$ cat config.mk
export PLATFORM = sky130hd
export DESIGN_NAME = pma_region_walker
export DESIGN_NICKNAME = d
export VERILOG_FILES = /design/src/rtl/pma_region_walker.sv
export SDC_FILE = /design/constraint.sdc
export NUM_CORES = 1
export LEC_CHECK = 0
export CORE_ASPECT_RATIO = 0.75
export CORE_MARGIN = 1.5
export CORE_UTILIZATION = 35
export DETAILED_ROUTE_END_ITERATION = 8
export PLACE_DENSITY = 0.69
export SLEW_MARGIN = 40
export SYNTH_ARGS = -nofsm -noshare
export SYNTH_HDL_FRONTEND = slang
export SYNTH_SLANG_ARGS = --single-unit
export TNS_END_PERCENT = 100
$ cat constraint.sdc
create_clock -name clk_i -period 13 [get_ports clk_i]
set_clock_uncertainty 0.15 [all_clocks]
set_input_delay 2.6 -clock clk_i [delete_from_list [all_inputs] [get_ports clk_i]]
set_output_delay 2.6 -clock clk_i [all_outputs]
set_load 0.02 [all_outputs]
$ cat src/rtl/pma_region_walker.sv
// pma_region_walker: sequential first-match physical-memory-attribute lookup, one rule per cycle
module pma_region_walker #(
  parameter int unsigned AddrWidth = 64,
  parameter int unsigned NrRules   = 3,
  parameter int unsigned AttrWidth = 3,
  parameter int unsigned IdxWidth  = (NrRules > 1) ? $clog2(NrRules) : 1
) (
  input  logic                           clk_i,
  input  logic                           rst_ni,
  input  logic                           flush_i,
  input  logic [NrRules*AddrWidth-1:0]   rule_base_i,
  input  logic [NrRules*AddrWidth-1:0]   rule_len_i,
  input  logic [NrRules*AttrWidth-1:0]   rule_attr_i,
  input  logic                           req_valid_i,
  output logic                           req_ready_o,
  input  logic [AddrWidth-1:0]           req_addr_i,
  output logic                           rsp_valid_o,
  input  logic                           rsp_ready_i,
  output logic                           rsp_hit_o,
  output logic [IdxWidth-1:0]            rsp_idx_o,
  output logic [AttrWidth-1:0]           rsp_attr_o
);
  localparam int unsigned Slots = 2 ** IdxWidth;
  localparam logic [1:0] IDLE = 2'd0, SCAN = 2'd1, RESP = 2'd2;
  logic [1:0]           state_q, state_d;
  logic [IdxWidth-1:0]  cnt_q, cnt_d, idx_q, idx_d;
  logic [AddrWidth-1:0] addr_q, addr_d;
  logic                 hit_q, hit_d;
  logic [AttrWidth-1:0] attr_q, attr_d;
  logic [AddrWidth-1:0] base_a [Slots];
  logic [AddrWidth-1:0] len_a  [Slots];
  logic [AttrWidth-1:0] attr_a [Slots];
  logic [AddrWidth:0]   end_w;
  logic                 match, last;
  // Unpack the tables; unused power-of-two slots get len 0 so they can never match
  for (genvar g = 0; g < Slots; g++) begin : g_unpack
    if (g < NrRules) begin : g_real
      assign base_a[g] = rule_base_i[g*AddrWidth +: AddrWidth];
      assign len_a[g]  = rule_len_i[g*AddrWidth +: AddrWidth];
      assign attr_a[g] = rule_attr_i[g*AttrWidth +: AttrWidth];
    end else begin : g_pad
      assign base_a[g] = '0;
      assign len_a[g]  = '0;
      assign attr_a[g] = '0;
    end
  end
  assign end_w       = {1'b0, base_a[cnt_q]} + {1'b0, len_a[cnt_q]};
  assign match       = (len_a[cnt_q] != '0) && (addr_q >= base_a[cnt_q]) && ({1'b0, addr_q} < end_w);
  assign last        = cnt_q == IdxWidth'(NrRules - 1);
  assign req_ready_o = state_q == IDLE;
  assign rsp_valid_o = state_q == RESP;
  assign rsp_hit_o   = hit_q;
  assign rsp_idx_o   = idx_q;
  assign rsp_attr_o  = attr_q;
  // Next-state: accept in IDLE, walk one rule per cycle in SCAN, hold result in RESP; flush wins
  always_comb begin
    state_d = state_q;
    cnt_d   = cnt_q;
    addr_d  = addr_q;
    hit_d   = hit_q;
    idx_d   = idx_q;
    attr_d  = attr_q;
    if (flush_i) begin
      state_d = IDLE;
      hit_d   = 1'b0;
      idx_d   = '0;
      attr_d  = '0;
    end else begin
      case (state_q)
        IDLE: if (req_valid_i) begin
          state_d = SCAN;
          addr_d  = req_addr_i;
          cnt_d   = '0;
        end
        SCAN: begin
          state_d = (match || last) ? RESP : SCAN;
          cnt_d   = (match || last) ? cnt_q : cnt_q + IdxWidth'(1);
          hit_d   = match;
          idx_d   = match ? cnt_q : '0;
          attr_d  = match ? attr_a[cnt_q] : '0;
        end
        RESP: if (rsp_ready_i) begin
          state_d = IDLE;
          hit_d   = 1'b0;
          idx_d   = '0;
          attr_d  = '0;
        end
        default: state_d = IDLE;
      endcase
    end
  end
  // State and result registers with asynchronous active-low reset
  always_ff @(posedge clk_i or negedge rst_ni) begin
    if (!rst_ni) begin
      state_q <= IDLE;
      cnt_q   <= '0;
      addr_q  <= '0;
      hit_q   <= 1'b0;
      idx_q   <= '0;
      attr_q  <= '0;
    end else begin
      state_q <= state_d;
      cnt_q   <= cnt_d;
      addr_q  <= addr_d;
      hit_q   <= hit_d;
      idx_q   <= idx_d;
      attr_q  <= attr_d;
    end
  end
endmodule
Yosys cells after proc, flatten, opt, wreduce, memory -nomap -nowiden
Cells that the tools add are included.
Storage, ports and cells
  flip-flop bits (word level): 74
  output and inout port bits: 8
  logic and storage cells: 58
Operators by class
  $add $sub $neg: 2
  $lt $le $gt $ge: 3
  eq/ne operators: 7
  multiplexer cells: 27
  bitwise logic cells: 2
  reduce and logical (&&, ||, !) cells: 11
Operator list (number)
  $bmux 64 s2: 2
  $mux 64: 4
  $add 64x64->65: 1
  $lt 64x65->1: 1
  $ge 64x64->1: 1
  $reduce_bool 64->1: 1
  $mux 2: 8
  $mux 3: 5
  $pmux 2 s2: 2
  $bmux 3 s2: 1
  $pmux 2 s3: 1
  $pmux 3 s2: 1
  $eq 2x2->1 const B: 2
  $ne 2x2->1 const B: 2
  $reduce_and 2->1: 2
  $reduce_and 4->1: 1
  $ge 3x3->1 const B: 1
  $ne 3x2->1 const B: 1
  $ne 3x3->1 const B: 1
  $not 2->3: 1
  $reduce_and 3->1: 1
  $reduce_bool 3->1: 1
  $add 2x1->2 const B: 1
  $eq 2x1->1 const B: 1
  other kinds (7): 9

Depth between registers and ports, before layout
  depth after elaboration: 11
  mapped depth: 31

Least setup slack after synthesis
No wires, ideal clock.
  path kind: input -> register
  from: input rule_len_i[128]
  to: register cnt_q[0]
  setup time: 0.127 ns
  arrival: 7.547 ns
  data required time: 12.723 ns
  setup slack: 5.175 ns
  stages on the path: 25
  buffers on the path: 0
  cell sequence: mux2i_1 -> o22ai_1 -> ha_1 -> fa_1 -> a211oi_2 -> o21ai_2 -> o211ai_2 -> a211oi_1 -> a211oi_1 -> o31ai_1 -> a221o_1 -> a21oi_1 -> o21bai_1 -> xnor2_1 -> ha_1 -> a21o_1 -> a21o_1 -> a21oi_1 -> nor2_1 -> a2111oi_0 -> o211ai_1 -> a31o_2 -> a311oi_2 -> nor3_1 -> mux2_1
On the way
  cells in the longest elaborated chain, start to end: 9
  elaborated cells between the ends (all ways): 11
  those cells by class: 1 x add/sub; 1 x order compare; 1 x eq/ne; 3 x mux; 5 x reduce/logical
RTL lines
  start: declaration: line 12  | input logic [NrRules*AddrWidth-1:0] rule_len_i,
  $bmux 64 s2 *: line 47, 48
  $mux 64 (implied by the code) * (2 in series): line 47, 48
  $add 64x64->65 / $reduce_bool 64->1 (equally long branches): line 47, 48
  $lt 64x65->1 / $logic_and 1x1->1 (equally long branches): line 48  | assign match = (len_a[cnt_q] != '0) && (addr_q >= base_a[cnt_q]) && ({1'b0, addr_q} < end_w);
  $logic_and 1x1->1 *: line 48
  $logic_or 1x1->1 *: line 77  | cnt_d = (match || last) ? cnt_q : cnt_q + IdxWidth'(1);
  $ne 2x2->1 (no line) *
  $reduce_and 4->1 (no line) *
  end signal: assignment: line 103  | cnt_q <= cnt_d;
  end: declaration: line 26  | logic [IdxWidth-1:0] cnt_q, cnt_d, idx_q, idx_d;
Mark *: on every way between the ends. The rest lies on a longest branch, timed or not. The select of a mux whose other input is x is not followed.
A chain may end at the register's enable or synchronous reset.

Worst setup path after layout
Same ends and word-level chain as after synthesis.

==> metrics.cfg <==
[outcome]
outcome=completed

[yosys]
yosys_warnings=0
asyncSetResetFlopFracSynth_pct=100
postSynthNetCount=2187
synth_area_leader_cell=ha_1
synth_ff_type=dfrtp_1
synth_edf_count=0
synthCells=1532
count_of_cell_types_in_the_netlist=73
yosys-top-cells-count=192 x ha_1, 159 x a21oi_1, 133 x mux2i_1
most_frequent_cell_after_synthesis=ha_1
synth-seq-cells=74
syn-mean-instance-area_um2=8.00
synth_top_area_share_pct=19.6
synth.cell_area_mm2=0.0123
ys_seq_area_share_pct=15.1
synth_top_cells_by_area=ha_1 20%, dfrtp_1 15%, mux2i_1 11%

[clock_network]
tritoncts=done
master_cell_of_the_clock_root_buffer=clkbuf_16
clock_sinks=74
cts_inserted_buffers=9
cts-root-to-sink-buffers=2
post_cts_resized=0
clock_insertion_delay_worst_skew_ns=0.37
path_clk_slew_ns=0.07
htreeDepth=3
cts_post_setup_buffers_inserted=0
ctsHoldBuffers=0

[floorplanning]
dieArea_mm2=0.0362
design.portCount=470
die_width_um=219
core_area_mm2=0.0346
initial_core_util_pct=35.4
die_height_um=165
std_cell_rows=59

[final_layout]
n_fill_cell=3316
area_of_the_multi_input_gates_mm2=0.00981
synthToLayoutAreaGrowth_pct=44.0
finish.cell_count_without_fillers=2411
final-seq-area_mm2=0.00186
drive_gt1_share_pct=5.73
final_nets=2603

[worst_setup_path]
max_stage_delay_ns=0.51
crit_type=input port to flip-flop
crit_fanout=4
worstPathBufferInverterCount=1
cpMaxStageDelayCell=a211oi_1
worst_ep_required_time_ns=13.11
worstSetupEndpointType=flip-flop
cpLargestDelayFamily=compound AO/OA/AOI/OAI gates
critical_path_arrival_ns=9.29
setup.worst_path.start_class=input port

[routing]
detailroute.via_count=13181
avgRoutedWirePerCell_um=19.9
route.detailed.drc=0
drt-initial-drc-count=835
wirelength_mm=48.1
drt_first_pass_iters=5
drt.antenna.violating_nets=0
vias_per_cell=5.47

[power]
power.ir.vdd_worst_uv=91.3
power.static_leakage_nw=7.67
powerDensity_mw_per_mm2=246

[grt]
wire_length_of_the_first_global_routing_pass_mm=71.4
grt_antenna_before_repair=1
pin_count_of_the_biggest_net_entering_global_routing=75
vias_in_the_first_global_route=12773
gr-usage-all-layers_pct=25.6
grt_overflow_total=0

[sta]
timing.final.crit_share_pct=70.6
final_hold_viol_count=0
timing.fmax_ghz=0.109
setup_viol_count_final=0
maxSlewViolCount=0
finalWorstPathRequiredPeriod_ns=9.18
relative_slew_margins_pct=39.9
timing.hold.ws_ns=0.346
fin_setup_tns_ns=0
fin_ws_ns=3.82
rsz0062_at_grt=false
measured_slew_at_the_worst_slew_check_pin_ns=0.893

[place]
gp_congestion=0.959
place_hpwl_mm=40.9
placement.setup.worst_slack_ns=3.54
numPlacedInstances=2393
io_buffers=469

[run]
drv_cap=0

[hold_path]
holdCritPathClass=flip-flop to flip-flop

area by class of cell:
cell class                 instances  area share [%]
timing repair buffer             480            27.2
tap                              457            3.24
antenna                            1          0.0142
sequential                        74            10.5
inverter                          83            1.76
clock inverter                     7           0.383
multi-input combinational       1300            55.6
clock buffer                       9            1.28
cell usage in the layout (no fill, tap or decap), drive strengths merged, types with 5 or more instances in the layout:
| master | count |
|---|---|
| mux2i | 133 |
| inv | 89 |
| nor3 | 18 |
| nor2b | 14 |
| a211oi | 15 |
| o211ai | 8 |
| and2 | 5 |
| and3 | 8 |
| nand3 | 18 |
| and4 | 5 |
| a21oi | 159 |
| o21bai | 11 |
| nor4 | 19 |
| o21ai | 118 |
| a31oi | 8 |
| nand2b | 14 |
| dfrtp | 74 |
| clkbuf | 9 |
| xor2 | 25 |
| mux2 | 65 |
| a21o | 92 |
| clkdlybuf4s50 | 468 |
| a221o | 6 |
| xnor2 | 34 |
| ha | 192 |
| buf | 12 |
| a22o | 5 |
| o21a | 9 |
| nand4 | 39 |
| nand2 | 118 |
| nor2 | 106 |
metrics by stage:
stage | total power, mW | utilization (%) | area (um2)
detailed placement | 4.01 | 50.1 | 17300
finish | 4.34 | 51.0 | 17700
global placement | 3.93 | 50.0 | 17300
floorplan | 2.99 | - | 12300
global route | 4.77 | 51.0 | 17700
CTS | 4.30 | 50.9 | 17600
power by group:
part	total (mW)	internal, mW	switching [mW]
logic	3.60	1.56	2.04
registers	0.483	0.341	0.142
clock network	0.261	0.136	0.125
total	4.34	2.03	2.31
worst reg2reg max path, delay by kind of cell, from the launching register on:
| family | cells | cell delay (ns) |
|---|---|---|
| xor gates and xnor gates | 1 | 0.16 |
| DFF | 1 | 0.47 |
| muxes | 2 | 0.69 |
| and+or+nand+nor | 2 | 0.36 |
| AOI/OAI and AO/OA | 16 | 4.31 |
| adders and majority gates | 2 | 0.83 |
| buffers and inverters | 2 | 1.35 |
metal layers:
layer,track usage [%],part of all wire [%],vias up
li1,-,-,6486
met1,35.4,47,6175
met2,40.7,44,470
met3,4.85,6.6,50
met4,6.85,2.2,0
met5,0,0,-
state kept, by name, summed over array words and instances (netlist names):
signal	count
addr_q	64
rsp_attr_o	3
cnt_q	2
rsp_idx_o	2
state_q	2
rsp_hit_o	1
cells by family (layout without fill, tap and decap cells):
kind of cell	Yosys count	after routing	share of synthesized area (%)
multiplexers	198	198	16.8
XOR/XNOR	59	59	4.22
AO/OA/AOI/OAI	477	477	24.7
AND/OR/NAND/NOR	373	373	14.4
other	0	1	0
buffers and inverters	158	579	4.98
flip-flops	74	74	15.1
adder cells (fa/ha/maj)	193	193	19.8
worst paths after layout:
| path | depth (start not counted) | start | slack, ns | to |
|---|---|---|---|---|
| worst max-delay path | 25 | rule_len_i[128] | 3.82 | cnt_q[0] |
| worst min-delay path | 1 | rsp_hit_o | 0.35 | rsp_hit_o |
| worst max register to register | 25 | cnt_q[1] | 4.55 | cnt_q[0] |
| worst min register to register | 1 | rsp_hit_o | 0.35 | rsp_hit_o |
| max in group asynchronous | 1 | rst_ni | 10.05 | cnt_q[1] |
| min in group asynchronous | 1 | rst_ni | 2.11 | addr_q[10] |
No activity file was read; power rests on OpenSTA's default activity.
